`src/rtl/alu_arbiter.sv`:
```
// Two-requester round-robin front end for a shared ALU.
// Ports:
//   clk, rst                 clock, async active-high reset
//   reqN_valid/ready         requester handshakes
//   reqN_a/b/op              operands and opcode
//   alu_a/b/op/en, alu_d     shared ALU drive and result
//   rsp_valid/ready/id/data  response handshake
//   busy, done_cnt           status, completions
module alu_arbiter #(
  parameter int CNT_W = 8
) (
  input  logic             clk,
  input  logic             rst,
  input  logic             req0_valid,
  input  logic             req1_valid,
  output logic             req0_ready,
  output logic             req1_ready,
  input  logic [7:0]       req0_a,
  input  logic [7:0]       req0_b,
  input  logic [7:0]       req1_a,
  input  logic [7:0]       req1_b,
  input  logic [3:0]       req0_op,
  input  logic [3:0]       req1_op,
  output logic [7:0]       alu_a,
  output logic [7:0]       alu_b,
  output logic [3:0]       alu_op,
  output logic             alu_en,
  input  logic [15:0]      alu_d,
  output logic             rsp_valid,
  input  logic             rsp_ready,
  output logic             rsp_id,
  output logic [15:0]      rsp_data,
  output logic             busy,
  output logic [CNT_W-1:0] done_cnt
);

  typedef enum logic [1:0] {
    IDLE,
    EXEC,
    RESP
  } state_t;

  state_t state;
  state_t state_nx;

  logic             last;
  logic [7:0]       a_q;
  logic [7:0]       b_q;
  logic [3:0]       op_q;
  logic             id_q;
  logic [15:0]      res_q;
  logic [CNT_W-1:0] cnt_q;

  logic grant;
  logic pick1;

  // Requester 1 wins when it is alone, or on a tie
  // when requester 0 was granted last.
  always_comb begin
    state_nx   = state;
    grant      = 1'b0;
    pick1      = 1'b0;
    req0_ready = 1'b0;
    req1_ready = 1'b0;
    unique case (state)
      IDLE: begin
        if (!rst && (req0_valid || req1_valid)) begin
          pick1      = req1_valid &
                       (~req0_valid | ~last);
          grant      = 1'b1;
          req0_ready = ~pick1;
          req1_ready = pick1;
          state_nx   = EXEC;
        end
      end
      EXEC: begin
        state_nx = RESP;
      end
      RESP: begin
        if (rsp_ready) begin
          state_nx = IDLE;
        end
      end
      default: begin
        state_nx = IDLE;
      end
    endcase
  end

  always_ff @(posedge clk or posedge rst) begin
    if (rst) begin
      state <= IDLE;
      last  <= 1'b1;
      a_q   <= '0;
      b_q   <= '0;
      op_q  <= '0;
      id_q  <= 1'b0;
      res_q <= '0;
      cnt_q <= '0;
    end else begin
      state <= state_nx;
      if (grant) begin
        a_q  <= pick1 ? req1_a : req0_a;
        b_q  <= pick1 ? req1_b : req0_b;
        op_q <= pick1 ? req1_op : req0_op;
        id_q <= pick1;
        last <= pick1;
      end
      if (state == EXEC) begin
        res_q <= alu_d;
      end
      if (state == RESP && rsp_ready) begin
        cnt_q <= cnt_q + CNT_W'(1);
      end
    end
  end

  assign alu_a     = a_q;
  assign alu_b     = b_q;
  assign alu_op    = op_q;
  assign alu_en    = (state == EXEC);
  assign rsp_valid = (state == RESP);
  assign rsp_id    = id_q;
  assign rsp_data  = res_q;
  assign busy      = (state != IDLE);
  assign done_cnt  = cnt_q;

endmodule
```
`config.mk`:
```
export PLATFORM = sky130hd
export DESIGN_NAME = alu_arbiter
export DESIGN_NICKNAME = d
export VERILOG_FILES = /design/src/rtl/alu_arbiter.sv
export SDC_FILE = /design/constraint.sdc
export NUM_CORES = 1
export LEC_CHECK = 0
export BUFFER_PORTS_ARGS = -buffer_cell sky130_fd_sc_hd__buf_4
export CAP_MARGIN = 5
export CORE_MARGIN = 2
export CORE_UTILIZATION = 40
export CTS_CLUSTER_DIAMETER = 30
export DETAILED_ROUTE_END_ITERATION = 10
export PLACE_DENSITY = 0.74
export SLEW_MARGIN = 0
export SYNTH_ARGS = -nofsm -noshare
export SYNTH_HDL_FRONTEND = slang
export SYNTH_SLANG_ARGS = --single-unit
```
`constraint.sdc`:
```
create_clock -name clk -period 1.24 [get_ports clk]
set_input_delay 0.062 -clock clk [delete_from_list [all_inputs] [get_ports clk]]
set_output_delay 0.062 -clock clk [all_outputs]
set_load 0.01 [all_outputs]
```
==> impl_metrics.csv, run 1 <==
group,metric,value,unit
clock_network,clock_sinks,48,
synthesis,synth.distinct_cells,31,
pwr,pwr-share-seq,37.8,%
critical_path,critical_path.slowest_cell,"sky130_fd_sc_hd__dfrtp_1",
place,place.detailed.instances,361,
critical_path,regToRegStartpoint,"last",
run_status,failing_checks,"setup timing",
pwr,clock_power_share,13.3,%
critical_path,worst-endpoint-required,1.18,ns
critical_path,critPathCaptureType,"primary output",
critical_path,worst-r2r-cell-count,5,
pwr,switching_share,32.8,%
clock_network,clkSlewWorstSetupHoldPaths,0.09,ns
sta,timing_hold_violations_final,0,
sta,setup_repair_after_global_routing_missed_its_margin,"yes",
synthesis,synth.mux.area_fraction,8.58,%
synthesis,synthesis.area_per_instance,12.7,um2
grt,grt_antenna_before_repair,0,
routing,drt_via_density,4.98,
critical_path,crit_arrival,1.42,ns
critical_path,slowest_delay,0.42,ns
routing,drt-initial-drc-count,90,
layout,final_net_count,411,
synthesis,largest_family_of_logic_cells_by_synthesized_area,"simple AND/OR/NAND/NOR gates",
synthesis,synthCells,175,
routing,drc,0,
worst_hold_path,holdCritStartpoint,"req1_op[1]",
critical_path,regToRegEndpoint,"alu_b[5]",
grt,grt_remaining_overflow,0,
grt,grt_resource_usage_total,20.7,%
synthesis,synth_simple_gate_area_share,18.0,%
synthesis,synth.yosys.seq_area_share,53.9,%
grt,vias_in_the_first_global_route,2230,
worst_hold_path,hold_path_end,"alu_op[1]",
synthesis,synth_compound_area_share,10.4,%
critical_path,critical_path_class,"flip-flop to primary output",
sta,min_tclk_post_route,1.48,ns
clock_network,clkLatencyLatePin,0.29,ns
layout,post_route_cells_drive_above_1_share,59.7,%
sta,setup_viol,48,
pwr,total_switching_power,2370,uW
synthesis,yosys_warnings,0,
critical_path,path_max_fanout,4,
routing,via_count,2102,
sta,timing.max_slew.rel_slack,77.4,%
grt,wire_length_of_the_first_global_routing_pass,10000,um
routing,route.final.wire_length,6320,um
critical_path,setup.worst_path.start_class,"flip-flop",
layout,layout.cells.non_filler,422,
routing,routedWlPerCell,15.0,um
clock_network,cts_tree,"built",
clock_network,clk_root_buffer_cell,"sky130_fd_sc_hd__clkbuf_8",
clock_network,clk_path_buf_depth,2,
synthesis,synth_fp_nets,237,
sta,final_max_slew_viol_count,0,
pwr,power_per_cell_area,1800,nW/um2
place,gp_congestion,0.689,
sta,post-route-period-util,120,%
sta,clock-skew-final,0.0107,ns
routing,drtAntennaViolNets,0,
sta,maxClockFrequency,0.674,GHz
synthesis,synth-adder-area-share,0.561,%
synthesis,xor_xnor_cell_area_share_of_the_yosys_netlist,2.75,%
layout,num_antenna_cells,0,
worst_hold_path,holdCritPathClass,"primary input to flip-flop",
worst_hold_path,hold_path_depth,2,
pwr,power.leakage,0.00192,uW
routing,first_pass_iters,4,
run_status,status,"finished with violations",
synthesis,ys_ff_latch,48,
critical_path,setup.reg_to_reg.worst_slack,-0.21,ns
sta,fin_worst_hold_slack,0.0140,ns
place,dp_hpwl,4160,um
floorplan,std_cell_core_area,5440,um2
sta,worst_max_slew_pin_slew,0.339,ns
floorplan,floorplan_die_area,6190,um2
floorplan,top_level_ports,111,
pwr,cellInternalPower,4850,uW
pwr,vdd_ir_drop_max,0.826,mV
critical_path,timing.critical_path.cells,"or3_4, nor3b_4, buf_4",
layout,final_util,73.7,%
clock_network,cts_buffer_count,5,
layout,syn2layout_area_growth,79.7,%
job,maxCapViolations,0,
pwr,combPwrFrac,48.9,%
sta,layout_setup_ws,-0.244,ns
floorplan,die_span_in_y,78.7,um
floorplan,initial_core_util,41.0,%
clock_network,htree_levels,2,
floorplan,die_w,78.7,um
floorplan,fp-row-count,27,
place,port_buffers,110,
synthesis,mappedNetlistArea,2230,um2
grt,grt_start_max_net_pins,19,
-- sequential cells by signal, summed over array words and instances, names as in the netlist --
signal    count
rsp_data     16
alu_b         8
last          1
alu_op        4
alu_a         8
rsp_id        1
done_cnt      8
state         2
-- cells in the final DEF (no fill, tap or decap), drive strengths merged --
cell | synthesis | layout
nand2 | 23 | 23
a221o | 20 | 20
dfstp | 1 | 1
mux2 | 17 | 17
o21ai | 1 | 1
nor3b | 1 | 1
nand4 | 1 | 1
nand3b | 1 | 1
or2 | 1 | 1
nor4 | 1 | 1
clkinvlp | 0 | 1
inv | 5 | 5
clkbuf | 2 | 7
xor2 | 4 | 4
nor2 | 2 | 2
or3 | 1 | 3
a21o | 3 | 3
dfrtp | 47 | 47
dlygate4sd3 | 0 | 36
ha | 1 | 1
nand3 | 1 | 1
nand4b | 1 | 1
buf | 11 | 142
nor2b | 2 | 2
xnor2 | 3 | 3
and2b | 1 | 1
and3 | 1 | 1
nor3 | 23 | 23
-- synthesized netlist by cell type --
library cell               count  share of area, %
sky130_fd_sc_hd__nand4_1       1              0.28
sky130_fd_sc_hd__mux2_2       17               8.6
sky130_fd_sc_hd__nor4_2        1              0.56
sky130_fd_sc_hd__nand3_1       1              0.22
sky130_fd_sc_hd__or2_2         1              0.28
sky130_fd_sc_hd__xnor2_1       3               1.2
sky130_fd_sc_hd__xor2_1        4               1.6
sky130_fd_sc_hd__nor3b_1       1              0.34
sky130_fd_sc_hd__dfstp_2       1               1.2
sky130_fd_sc_hd__nor2_1        2              0.34
sky130_fd_sc_hd__o21ai_1       1              0.22
sky130_fd_sc_hd__and2b_2       1              0.39
sky130_fd_sc_hd__clkbuf_1      2              0.34
sky130_fd_sc_hd__nor3_1        3              0.67
sky130_fd_sc_hd__nor2b_1       2              0.56
sky130_fd_sc_hd__buf_6         7               3.5
sky130_fd_sc_hd__nor3_2       20               9.0
sky130_fd_sc_hd__nand4b_1      1              0.39
sky130_fd_sc_hd__a21o_1        1              0.34
sky130_fd_sc_hd__a221o_1      19               8.5
sky130_fd_sc_hd__inv_1         5              0.84
sky130_fd_sc_hd__buf_2         2              0.45
sky130_fd_sc_hd__and3_1        1              0.28
sky130_fd_sc_hd__nand2_1      23               3.9
sky130_fd_sc_hd__a21o_2        2              0.79
sky130_fd_sc_hd__a221o_2       1              0.50
sky130_fd_sc_hd__nand3b_1      1              0.34
sky130_fd_sc_hd__ha_1          1              0.56
sky130_fd_sc_hd__buf_4         2              0.67
sky130_fd_sc_hd__or3_4         1              0.50
sky130_fd_sc_hd__dfrtp_1      47                53
-- timing repair --
action / 4_1_cts / 5_1_grt
resized for setup: 26 / 9
endpoints found under the hold margin: 46 / 3
setup buffers: 10 / 3
hold buffers: 33 / 3
cloned: 4 / 0
pin swaps: 14 / 21
setup endpoints to repair: 47 / 51
-- metrics by stage --
stage | area [um2] | setup TNS, ns | setup WS [ns] | total power (uW)
floorplan | 2290 | -1.94 | -0.103 | 4250
global placement | 3250 | -4.03 | -0.133 | 5720
detailed placement | 3250 | -4.74 | -0.162 | 5800
CTS | 3910 | -7.49 | -0.282 | 7140
global route | 4010 | -10.02 | -0.321 | 7650
finish | 4010 | -7.28 | -0.244 | 7220
-- worst max path at each step --
stage | start | endpoint | cells after the start
2_1_floorplan | last | alu_b[0] | 5
3_3_place_gp | last | alu_b[5] | 4
3_5_place_dp | state[0] | alu_op[1] | 4
4_1_cts | state[1] | req0_ready | 3
5_1_grt | state[1] | req0_ready | 3
6_report | state[1] | req0_ready | 3
-- worst max-delay path: cells and delay by family (launching register included) --
family	cells	cell delay [ns]
buffers and inverters	1	0.14
DFF	1	0.42
and+or+nand+nor	2	0.57
-- area by class of cell --
type / count / area (um2)
inverters: 5 / 18.8
flip-flops and latches: 48 / 1200
well taps: 72 / 90.1
repair buffers: 178 / 1570
fillers: 369 / 1430
clock inverters: 1 / 7.51
multi-input cells: 111 / 1030
clock buffers: 7 / 86.3
-- power groups by stage --
stage          logic [uW]  registers [uW]  clock network (uW)
6_report             3530            2730                 956
5_1_grt              3770            2820                1060
4_1_cts              3460            2710                 975
3_5_place_dp         3090            2710                   0
3_3_place_gp         3000            2720                   0
2_1_floorplan        1270            2980                   0
-- logic make-up (layout without fill, tap and decap cells) --
| group | count (synthesis) | count (layout) |
|---|---|---|
| AOI/OAI and AO/OA | 24 | 24 |
| xor gates and xnor gates | 7 | 7 |
| adders and majority gates | 1 | 1 |
| buffers and inverters | 18 | 191 |
| DFF | 48 | 48 |
| muxes | 17 | 17 |
| and+or+nand+nor | 60 | 62 |
-- per-layer routing --
metal | part of all wire (%) | vias up | routed length (um) | GRT usage [%]
met5 | 0 | - | 0 | 0
met4 | 0.90 | 0 | 57 | 5.79
met3 | 6.5 | 6 | 412 | 5.98
met2 | 55 | 81 | 3500 | 38.7
met1 | 37 | 1031 | 2340 | 22.6
li1 | - | 984 | - | -
Power figures use the tool's default switching activity.
==> inputs of run 2 (changes only) <==
--- a/config.mk
+++ b/config.mk
@@ -7,7 +7,6 @@
 export LEC_CHECK = 0
 export BUFFER_PORTS_ARGS = -buffer_cell sky130_fd_sc_hd__buf_4
 export CAP_MARGIN = 5
-export CORE_MARGIN = 2
 export CORE_UTILIZATION = 40
 export CTS_CLUSTER_DIAMETER = 30
 export DETAILED_ROUTE_END_ITERATION = 10
==> run 2 against run 1 <==
The run still ends with setup timing left. Critical path type unchanged. Routed wire length rose by 8.2%. Sequential share of layout area decreased by 0.48 points. Global-route usage increased by 3.0 points. Hold slack improved by 0.039 ns. Clock skew is 0.0050 ns lower. Largest power group unchanged.
==> impl_metrics.csv, run 2 (same netlist as run 1, synthesis figures left out) <==
group,metric,value,unit
run_status,status,"finished with violations",
run_status,failing_checks,"setup timing",
routing,drt_via_density,4.94,
critical_path,critical_path.slowest_cell,"sky130_fd_sc_hd__dfrtp_1",
floorplan,fp-row-count,26,
critical_path,timing.critical_path.cells,"or3_4, nor3b_4, buf_6",
critical_path,critical_path_class,"flip-flop to primary output",
grt,wire_length_of_the_first_global_routing_pass,10700,um
routing,first_pass_iters,4,
critical_path,category_of_cells_accounting_for_the_largest_share_of_critical_path_delay,"simple AND/OR/NAND/NOR gates",
routing,via_count,2088,
critical_path,worst-endpoint-required,1.18,ns
clock_network,clkSlewWorstSetupHoldPaths,0.08,ns
sta,totalNegativeSetupSlack,-7.96,ns
sta,maxClockFrequency,0.664,GHz
critical_path,slowest_delay,0.42,ns
place,port_buffers,110,
layout,largest_register_ffs,16,
layout,nFillCells,334,
pwr,clock_power_share,13.0,%
sta,min_tclk_post_route,1.51,ns
floorplan,floorplan_die_area,5880,um2
place,dp_hpwl,4180,um
sta,layout_setup_ws,-0.265,ns
critical_path,path_max_fanout,4,
routing,drc,0,
layout,seq_area,1200,um2
layout,multiInputGateArea,1080,um2
sta,final_max_slew_viol_count,0,
layout,final_util,77.7,%
layout,post_route_cells_drive_above_1_share,58.9,%
sta,post-route-period-util,121,%
sta,setup_repair_after_global_routing_missed_its_margin,"yes",
layout,syn2layout_area_growth,82.4,%
critical_path,critPathCaptureType,"primary output",
critical_path,setup.worst_path.start_class,"flip-flop",
grt,grt_antenna_before_repair,0,
place,gp_congestion,0.733,
routing,drt-initial-drc-count,50,
clock_network,clk_path_buf_depth,2,
layout,commonest_non_fill_non_tap_cells_in_the_layout,"sky130_fd_sc_hd__buf_4 (123), sky130_fd_sc_hd__dfrtp_1 (47), sky130_fd_sc_hd__dlygate4sd3_1 (37), sky130_fd_sc_hd__nand2_1 (23), sky130_fd_sc_hd__a221o_1 (19)",
floorplan,die_w,76.7,um
pwr,total_switching_power,2490,uW
sta,clock-skew-final,0.00569,ns
layout,final_net_count,414,
clock_network,cts_tree,"built",
sta,worst_max_slew_pin_slew,0.258,ns
clock_network,cts_buffer_count,5,
floorplan,top_level_ports,111,
grt,vias_in_the_first_global_route,2242,
pwr,total_power,7420,uW
grt,grt_resource_usage_total,23.7,%
floorplan,die_span_in_y,76.7,um
floorplan,initial_core_util,42.6,%
critical_path,crit_arrival,1.44,ns
pwr,switching_share,33.5,%
routing,routedWlPerCell,16.2,um
critical_path,crit_buf_inv,1,
clock_network,clk_root_buffer_cell,"sky130_fd_sc_hd__clkbuf_8",
sta,timing_hold_violations_final,0,
pwr,pwr-share-seq,37.1,%
pwr,power.leakage,0.00198,uW
sta,setup_viol,48,
pwr,cellInternalPower,4930,uW
grt,grt_remaining_overflow,0,
sta,timing.max_slew.rel_slack,82.7,%
clock_network,htree_levels,2,
routing,route.final.wire_length,6830,um
worst_hold_path,holdCritPathClass,"primary input to flip-flop",
clock_network,clock_sinks,48,
grt,grt_start_max_net_pins,20,
layout,num_antenna_cells,0,
pwr,vdd_ir_drop_max,0.951,mV
sta,fin_worst_hold_slack,0.0533,ns
place,placement.setup.worst_slack,-0.159,ns
routing,drtAntennaViolNets,0,
job,maxCapViolations,0,
pwr,power_per_cell_area,1820,nW/um2
clock_network,clkLatencyLatePin,0.30,ns
floorplan,std_cell_core_area,5240,um2
layout,layout.cells.most_common,"sky130_fd_sc_hd__buf_4",
pwr,combPwrFrac,50.0,%
-- run 2: cell count changes in the layout (fill, tap and decap cells not counted), moves of 2 or more --
cell,change
sky130_fd_sc_hd__buf_4,+3
sky130_fd_sc_hd__clkinv_2,+2
sky130_fd_sc_hd__mux2_2,-8
sky130_fd_sc_hd__mux2_4,+8
sky130_fd_sc_hd__nor3_2,-5
sky130_fd_sc_hd__nor3_4,+5
-- run 2: metal layers --
metal / vias up / global-route usage (%) / routed length (um)
met1: 996 / 25.3 / 2570
met4: 0 / 9.42 / 168
met3: 18 / 7.26 / 442
met5: - / 0 / 0
li1: 990 / - / -
met2: 84 / 43.1 / 3650
-- run 2: cell type report --
cell class,instances,area share (%)
timing repair buffer,181,39.0
clock buffer,6,2.03
clock inverter,2,0.246
multi-input combinational,111,26.6
tap,70,2.15
inverter,5,0.461
sequential,48,29.5
-- run 2: final timing paths --
path	from	to	slack, ns	depth (start not counted)
worst min-delay path	rsp_ready	state[1]	0.05	3
min in group asynchronous	rst	rsp_id	0.26	3
max in group asynchronous	rst	rsp_data[15]	0.49	4
worst max register to register	state[1]	alu_b[5]	-0.25	5
worst min register to register	done_cnt[7]	done_cnt[7]	0.47	1
worst max-delay path	state[1]	req0_ready	-0.27	3
-- run 2: power by group through the flow --
stage          sequential (uW)  combinational [uW]  clock (uW)
5_1_grt                   2840                3920        1030
6_report                  2750                3710         962
2_1_floorplan             2980                1270           0
3_3_place_gp              2720                3000           0
3_5_place_dp              2710                3080           0
4_1_cts                   2720                3520         984
-- run 2: repair_timing --
item,in CTS,in global routing
buffers inserted,10,4
setup endpoints to repair,46,50
hold buffers,37,0
resized for setup,29,16
pin swaps,23,13
gates cloned,4,1
hold endpoints to repair,83,0
-- run 2: stage by stage --
step,cells,area [um2]
3_5_place_dp,360,3240
2_1_floorplan,175,2290
3_3_place_gp,360,3240
4_1_cts,419,3980
5_1_grt,423,4070
6_report,423,4070
-- run 2: tightest hold or removal path, stage by stage --
cell and delay, ns:
sky130_fd_sc_hd__buf_4 0.12, sky130_fd_sc_hd__inv_1 0.05, sky130_fd_sc_hd__a21o_1 0.10
==> inputs of run 3 (changes only) <==
--- a/config.mk
+++ b/config.mk
@@ -7,10 +7,9 @@
 export LEC_CHECK = 0
 export BUFFER_PORTS_ARGS = -buffer_cell sky130_fd_sc_hd__buf_4
 export CAP_MARGIN = 5
-export CORE_UTILIZATION = 40
+export CORE_UTILIZATION = 30
 export CTS_CLUSTER_DIAMETER = 30
 export DETAILED_ROUTE_END_ITERATION = 10
-export PLACE_DENSITY = 0.74
 export SLEW_MARGIN = 0
 export SYNTH_ARGS = -nofsm -noshare
 export SYNTH_HDL_FRONTEND = slang
==> constraint.sdc (replaced) <==
create_clock -name clk -period 1.6 [get_ports clk]
set_input_delay 0.08 -clock clk [delete_from_list [all_inputs] [get_ports clk]]
set_output_delay 0.08 -clock clk [all_outputs]
set_load 0.01 [all_outputs]
==> run 3 against run 2 <==
The run now ends clean. First-iteration DRC count fell by 28%. Combinational power fell by 38%. Global-route usage fell by 9.3 points. Total power fell by 28%. Routed wire length fell by 19%. Critical path depth did not move. Hold slack got worse by 0.047 ns. Register-to-register slack improved by 0.34 ns. Clock power fell by 1%.
==> impl_metrics.csv, run 3 (same netlist as run 1, synthesis figures left out) <==
group,metric,value,unit
routing,drt-initial-drc-count,36,
pwr,vdd_ir_drop_max,0.509,mV
sta,setup_repair_after_global_routing_missed_its_margin,"yes",
place,port_buffers,110,
routing,routedWlPerCell,13.6,um
sta,maxClockFrequency,0.635,GHz
floorplan,std_cell_core_area,7210,um2
clock_network,clock_sinks,48,
clock_network,clk_path_buf_depth,2,
job,maxCapViolations,0,
layout,finish.instance_area,3480,um2
routing,drt_via_density,4.54,
layout,nFillCells,702,
critical_path,worst-endpoint-required,1.52,ns
sta,fin_worst_hold_slack,0.00653,ns
floorplan,floorplan_die_area,7790,um2
place,placement.setup.worst_slack,0.0348,ns
grt,grt_start_max_net_pins,36,
critical_path,path_max_fanout,6,
critical_path,critical_path_class,"flip-flop to primary output",
layout,largest_register_ffs,16,
sta,timing_hold_violations_final,0,
layout,post_route_cells_drive_above_1_share,60.5,%
layout,layout.cells.most_common,"sky130_fd_sc_hd__buf_4",
worst_hold_path,holdCritStartpoint,"req1_b[4]",
place,post_dp_cell_area,3160,um2
critical_path,critPathCaptureType,"primary output",
pwr,total_power,5340,uW
layout,layout.cells.non_filler,405,
floorplan,initial_core_util,30.9,%
layout,multiInputGateArea,936,um2
floorplan,fp-row-count,31,
sta,clock-skew-final,0.00662,ns
place,place.detailed.instances,379,
sta,min_tclk_post_route,1.58,ns
clock_network,htree_levels,2,
clock_network,clkSlewWorstSetupHoldPaths,0.09,ns
sta,post-route-period-util,98.5,%
grt,vias_in_the_first_global_route,1754,
critical_path,crit_arrival,1.50,ns
place,gp_congestion,0.693,
critical_path,setup.worst_path.start_class,"flip-flop",
routing,route.final.wire_length,5520,um
routing,drc,0,
critical_path,slowest_delay,0.47,ns
routing,drtAntennaViolNets,0,
grt,wire_length_of_the_first_global_routing_pass,8430,um
floorplan,die_span_in_y,88.2,um
floorplan,die_w,88.2,um
grt,grt_resource_usage_total,14.4,%
sta,final_max_slew_viol_count,0,
layout,num_antenna_cells,0,
sta,layout_setup_ws,0.0245,ns
critical_path,crit_buf_inv,1,
sta,worst_max_slew_pin_slew,0.601,ns
critical_path,category_of_cells_accounting_for_the_largest_share_of_critical_path_delay,"simple AND/OR/NAND/NOR gates",
clock_network,cts_tree,"built",
layout,seq_area,1200,um2
critical_path,crit_startpoint,"state[0]",
worst_hold_path,holdCritPathClass,"primary input to flip-flop",
layout,commonest_non_fill_non_tap_cells_in_the_layout,"sky130_fd_sc_hd__buf_4 (121), sky130_fd_sc_hd__dfrtp_1 (45), sky130_fd_sc_hd__nand2_1 (23), sky130_fd_sc_hd__nor3_2 (19), sky130_fd_sc_hd__a221o_1 (19)",
place,dp_hpwl,3940,um
critical_path,critical_path.slowest_cell,"sky130_fd_sc_hd__dfrtp_2",
pwr,power_per_cell_area,1530,nW/um2
critical_path,regToRegStartpoint,"state[1]",
routing,first_pass_iters,4,
pwr,power.leakage,0.00166,uW
layout,syn2layout_area_growth,56.0,%
clock_network,clkLatencyLatePin,0.30,ns
sta,timing.max_slew.rel_slack,59.8,%
floorplan,top_level_ports,111,
layout,final_net_count,367,
clock_network,cts_buffer_count,5,
routing,via_count,1840,
sta,setup_viol,0,
clock_network,clk_root_buffer_cell,"sky130_fd_sc_hd__clkbuf_8",
run_status,status,"completed",
critical_path,timing.critical_path.cells,"or3_4, nor3b_2, buf_4",
grt,grt_antenna_before_repair,0,
grt,grt_remaining_overflow,0,
[run 3: what timing repair did]
item                       in CTS  in global routing
gates resized for setup         3                  4
hold endpoints to repair       19                  4
pin swaps                       1                  4
setup buffers                   1                  5
hold buffers                    7                  4
gates cloned                    1                  0
setup endpoints to repair       1                 22
[run 3: metrics by stage]
step	setup TNS, ns	utilization (%)
detailed placement	0	43.8
CTS	-0.00922	46.8
global placement	0	43.8
global route	-0.0258	48.2
finish	0	48.2
floorplan	0	-
[run 3: layout make-up]
cell class	count	area share (%)
sequential	48	34.6
timing repair buffer	135	30.7
multi-input combinational	110	26.9
tap	99	3.56
clock buffer	7	2.77
clock inverter	1	0.863
inverter	5	0.539
[run 3: metal layers]
metal | GRT usage, % | up-vias | wire, um | part of all wire [%]
met3 | 4.20 | 6 | 381 | 6.9
met1 | 18.3 | 874 | 2370 | 43
met4 | 4.40 | 0 | 59 | 1.1
met5 | 0 | - | 0 | 0
li1 | - | 890 | - | -
met2 | 23.7 | 70 | 2700 | 49
[run 3: power breakdown]
| group | internal (uW) | total, uW | switching (uW) |
|---|---|---|---|
| clock network | 552 | 949 | 397 |
| logic | 1350 | 2290 | 939 |
| registers | 1750 | 2100 | 355 |
| total | 3640 | 5340 | 1690 |
[run 3: final timing paths]
path	cells after the start	slack (ns)	endpoint
setup / recovery	3	0.02	req0_ready
hold / removal	2	0.007	alu_b[4]
setup reg to reg	3	0.09	alu_op[0]
hold reg to reg	1	0.48	done_cnt[7]
max in group asynchronous	4	0.72	last
min in group asynchronous	3	0.34	alu_op[3]
